[src/rtl/meter_credit.sv]
// rtl/meter_credit.sv - parking meter credit counter with coin adds, 1 Hz countdown and status flags
// Holds remaining paid seconds; coin edges add credit, ticks count down while parked, leaving clears.
module meter_credit #(
    parameter int CNT_W      = 12,
    parameter int MAX_SEC    = 3599,
    parameter int ADD0       = 60,
    parameter int ADD1       = 120,
    parameter int ADD2       = 180,
    parameter int ADD3       = 300,
    parameter int LOW_THRESH = 15
) (
    input  logic             clk,
    input  logic             rst,
    input  logic             tick_1hz,
    input  logic [3:0]       add_btn,
    input  logic             parked,
    output logic [CNT_W-1:0] sec_count,
    output logic             expired,
    output logic             low_time,
    output logic             add_ack
);

    typedef enum logic [1:0] {
        ST_EMPTY   = 2'd0,
        ST_RUNNING = 2'd1,
        ST_LOW     = 2'd2
    } state_t;

    localparam logic [CNT_W:0]   L_ADD0   = (CNT_W+1)'(ADD0);
    localparam logic [CNT_W:0]   L_ADD1   = (CNT_W+1)'(ADD1);
    localparam logic [CNT_W:0]   L_ADD2   = (CNT_W+1)'(ADD2);
    localparam logic [CNT_W:0]   L_ADD3   = (CNT_W+1)'(ADD3);
    localparam logic [CNT_W:0]   L_MAX_W  = (CNT_W+1)'(MAX_SEC);
    localparam logic [CNT_W-1:0] L_MAX    = CNT_W'(MAX_SEC);
    localparam logic [CNT_W-1:0] L_THRESH = CNT_W'(LOW_THRESH);

    state_t           r_state;
    state_t           w_state_nxt;
    logic [3:0]       r_btn_q;
    logic             r_parked_q;
    logic             r_armed;
    logic [CNT_W-1:0] r_sec;
    logic             r_expired;
    logic             r_low;
    logic             r_ack;

    logic [3:0]       w_rise;
    logic             w_leave;
    logic             w_dec;
    logic             w_add_any;
    logic [CNT_W:0]   w_add_amt;
    logic [CNT_W:0]   w_sum;
    logic [CNT_W-1:0] w_sec_nxt;
    logic             w_expired_nxt;
    logic             w_low_nxt;
    logic             w_ack_nxt;

    // r_armed masks the first clock after reset so buttons held through release do not fire
    assign w_rise    = r_armed ? (add_btn & ~r_btn_q) : 4'b0000;
    assign w_leave   = ~parked & r_parked_q;
    assign w_dec     = tick_1hz & parked & (r_sec != '0);
    assign w_add_any = |w_rise;

    always_comb begin
        w_add_amt = '0;
        if (w_rise[3])      w_add_amt = L_ADD3;
        else if (w_rise[2]) w_add_amt = L_ADD2;
        else if (w_rise[1]) w_add_amt = L_ADD1;
        else if (w_rise[0]) w_add_amt = L_ADD0;
    end

    // One spare bit keeps the sum from wrapping before saturation; dec is gated on a non-zero count
    assign w_sum = {1'b0, r_sec} - {{CNT_W{1'b0}}, w_dec} + w_add_amt;

    always_comb begin
        w_sec_nxt = w_sum[CNT_W-1:0];
        if (w_leave)
            w_sec_nxt = '0;
        else if (w_sum > L_MAX_W)
            w_sec_nxt = L_MAX;
    end

    always_ff @(posedge clk or negedge rst) begin
        if (!rst) begin
            r_state    <= ST_EMPTY;
            r_sec      <= '0;
            r_expired  <= 1'b1;
            r_low      <= 1'b0;
            r_ack      <= 1'b0;
            r_btn_q    <= 4'b0000;
            r_parked_q <= 1'b0;
            r_armed    <= 1'b0;
        end else begin
            r_state    <= w_state_nxt;
            r_sec      <= w_sec_nxt;
            r_expired  <= w_expired_nxt;
            r_low      <= w_low_nxt;
            r_ack      <= w_ack_nxt;
            r_btn_q    <= add_btn;
            r_parked_q <= parked;
            r_armed    <= 1'b1;
        end
    end

    always_comb begin
        w_state_nxt = r_state;
        case (r_state)
            ST_EMPTY: begin
                if (w_sec_nxt >= L_THRESH)  w_state_nxt = ST_RUNNING;
                else if (w_sec_nxt != '0)   w_state_nxt = ST_LOW;
            end
            ST_RUNNING: begin
                if (w_sec_nxt == '0)        w_state_nxt = ST_EMPTY;
                else if (w_sec_nxt < L_THRESH) w_state_nxt = ST_LOW;
            end
            ST_LOW: begin
                if (w_sec_nxt == '0)        w_state_nxt = ST_EMPTY;
                else if (w_sec_nxt >= L_THRESH) w_state_nxt = ST_RUNNING;
            end
            default: w_state_nxt = ST_EMPTY;
        endcase
    end

    always_comb begin
        w_expired_nxt = (w_state_nxt == ST_EMPTY);
        w_low_nxt     = (w_state_nxt == ST_LOW);
        w_ack_nxt     = w_add_any & ~w_leave;
    end

    assign sec_count = r_sec;
    assign expired   = r_expired;
    assign low_time  = r_low;
    assign add_ack   = r_ack;

endmodule

[config.mk]
export PLATFORM = sky130hd
export DESIGN_NAME = meter_credit
export DESIGN_NICKNAME = d
export VERILOG_FILES = /design/src/rtl/meter_credit.sv
export SDC_FILE = /design/constraint.sdc
export NUM_CORES = 1
export LEC_CHECK = 0
export BUFFER_PORTS_ARGS = -buffer_cell sky130_fd_sc_hd__buf_2
export CORE_ASPECT_RATIO = 0.9
export CORE_MARGIN = 4
export CORE_UTILIZATION = 63
export DETAILED_ROUTE_END_ITERATION = 10
export PLACE_DENSITY = 0.88
export SLEW_MARGIN = 20
export SYNTH_ARGS = -nofsm -noshare
export SYNTH_HDL_FRONTEND = slang
export SYNTH_SLANG_ARGS = --single-unit
[constraint.sdc]
create_clock -name clk -period 6 [get_ports clk]
set_input_delay 1.2 -clock clk [delete_from_list [all_inputs] [get_ports clk]]
set_output_delay 1.2 -clock clk [all_outputs]
set_load 0.01 [all_outputs]
==> results.md <==
* Beginning of the critical path: add_btn[1]
* Most common cell after layout, fill and taps aside: inv_1
* Commonest cells after routing, fill and taps aside: 31 x inv_1, 22 x nor2_1, 22 x dfrtp_1, 22 x buf_2, 20 x ha_1
* Final setup vio count at 0
* Multi-input gate area at around 0.0011 sq mm
* Synth warnings at 0
* WS Path Type: in2reg
* Die height at approximately 60 um
* Yosys cell types at between 50 and 60
* ANT nets after route at 0
* CTS sink count at 23
* Number of global-route vias before repair at roughly 1,500
* Worst hold stages at 2
* Worst hold path type: reg2reg
* Yosys reg bits at 23
* Status: finished clean
* Clock buffer depth at 2
* Slowest stage delay, CP at just under 400 ps
* Post-CTS Setup Repair Bufs at 0
* Width of the die at about 66 um
* Via density at ~5.7
* Least-Margin Pin Slew at approximately 660 ps
* CTS buffer count at 3
* Post-synthesis xor/xnor area fraction at 0.03650
* Clock latency on the worst-skew pair at approximately 310 ps
* DRC Markers at 0
* Syn Nets at ~250
* Post-synthesis simple-gate area fraction at 0.2150
* Grt ovf at 0
* CTS-repair resized insts at 0
* Core area at 0.002815 sq mm
* Critical Path, Cell by Cell: buf_2, nor2b_1, o21a_1, o21ai_0, ha_1, inv_1, ha_1, a21oi_1, o22ai_1, o2111a_1, nor3_4, and3b_1, nand2_2, o31ai_2
* Clock transition at the registers of the reported paths at ~120 ps
* # fillers at between 200 and 250
* CTS tree: yes
* Synth Area in Compound Gates at 0.2070
* Req. time, crit path at between 6000 and 7000 ps
* Initial antenna violation count at 0
* I/O pins at 23
* # diodes at 0
* Fin. max-slew vios at 0
* HPWL Detailed at 3297 um
* Crit path capture type: register
* Post-synthesis mux area share at 0.005309
* Crit-path slowest cell: ha_1
* Unrepaired setup endpoints after global routing: no
* Max cap viols at 0
* Clock Skew at around 4.8 ps
* Cts hold-fix bufs at 0
* Worst path bufs/invs at 2
* Seq/Total Area, Yosys at 0.3059
* Post-Route WL at slightly above 4000 um
* Worst-path maximum fanout at 9
* EDFF count, synth at 0
* Die area at 0.003933 sq mm
* Max frequency at around 250 MHz
* Setup TNS at 0 ps
* Port-buffer cells at 22
* Min-delay src: r_state[0]
* Share of cells above drive strength 1 at 0.1653
* Total number of vias at roughly 1,600
* Initial Util at 0.6698
* Row count at 18
* Global-route wire length before repair at just under 7000 um
* Largest family of logic cells by synthesized area: simple AND/OR/NAND/NOR gates
* Sequential Area at a little under 600 sq um
* Reg2reg path depth at 14
* Fin nets at approximately 270
* Avg Cell Area, Syn at about 8.5 sq um
* CTS root buffer: clkbuf_4
* Pin count of the biggest net entering global routing at 24
* Min-Delay Endpoint: expired
* Syn Inst Count at 222
* Clock H-tree levels at 1
* Top_reg_cell synth: dfrtp_1
* Drt pass-1 iters at 4
* Startpoint Class: input port
* Flop2flop setup slack at around 2400 ps
* CP most frequent cell: ha_1
* RD Place Congestion at roughly 0.94
* 1st-iter DRT viols at 76
* Critical R2R Capture: expired
* Avg WL per Cell at between 10 and 15 um
* Minimum clock period at between 3000 and 4000 ps
* Mapped cell area at 0.001886 sq mm
* Async set-reset flop share out of synthesis at 1.000
* Crit share post-route at 0.6575
* Worst relative slew slack at 0.5559
* CP arrival at 4170 ps
* Final Hold Fails at 0
* R2R Path Start: sec_count[11]
* Adder-cell area share of the yosys netlist at 0.1433
* Layout area overhead at 7.963%
* GRT Overall Usage at 0.2229
* CP top delay family: compound AO/OA/AOI/OAI gates
[synthesized netlist by cell type, types with 4 or more instances]
cell type  count  area (sq um)
nor2_1        22         82.58
o21a_1         4         30.03
nor3_1         4         20.02
nand3_1        9         45.04
inv_1         31         116.4
nor2b_1        4         25.02
dfrtp_1       22         550.5
a21o_1         5         37.54
ha_1          20         250.2
a21oi_1       16         80.08
nand2_1       14         52.55
xnor2_1        5         43.79
o21ai_0        9         45.04
[worst min-delay path: cells and delay by family, from the launching register on]
| family | cells | cell delay, ps |
|---|---|---|
| DFF | 1 | 340 |
| AOI/OAI and AO/OA | 2 | 180 |
[cell type report]
type	count	share of cell area
clock buffers	3	0.01106
multi-input cells	161	0.5642
repair buffers	22	0.05409
flip-flops and latches	23	0.2833
well taps	40	0.02459
clock inverters	1	0.003688
inverters	32	0.05900
[layer usage]
| layer | wire length, um | global-route usage | up-vias |
|---|---|---|---|
| met4 | 21 | 0.02959 | 0 |
| met3 | 252 | 0.04135 | 4 |
| met1 | 1913 | 0.3191 | 748 |
| met5 | 0 | 0 | - |
| li1 | - | - | 816 |
| met2 | 1881 | 0.3614 | 50 |
[stage by stage]
stage	instances	hold WS [ps]	utilization	setup slack, ps	cell area [sq um]
detailed placement	278	523.2	0.7124	1752	2006
floorplan	222	484.2	-	2252	1886
global route	282	585.0	0.7231	1740	2036
finish	282	550.4	0.7231	2055	2036
global placement	278	512.8	0.7124	1806	2006
CTS	282	555.9	0.7231	2078	2036
[worst max path at each step]
stage / to / cells after the start
global placement: expired / 14
global route: expired / 14
detailed placement: expired / 14
CTS: expired / 14
finish: expired / 14
floorplan: sec_count[0] / 14
[state kept, by name (all words and copies together), names as in the netlist]
signal and count:
sec_count 12, r_btn_q 4, r_state 2, add_ack 1, expired 1, low_time 1
r_armed 1, r_parked_q 1
[cells by family (layout without fill, tap and decap cells)]
| family | after synthesis | count (layout) |
|---|---|---|
| buffers and inverters | 38 | 58 |
| and+or+nand+nor | 74 | 74 |
| adders and majority gates | 21 | 21 |
| other | 1 | 1 |
| muxes | 1 | 1 |
| DFF | 23 | 23 |
| xor gates and xnor gates | 7 | 7 |
| AOI/OAI and AO/OA | 57 | 57 |
Power is not shown: default switching activity piles up to over one toggle a cycle in this logic, so the estimate is an artifact.
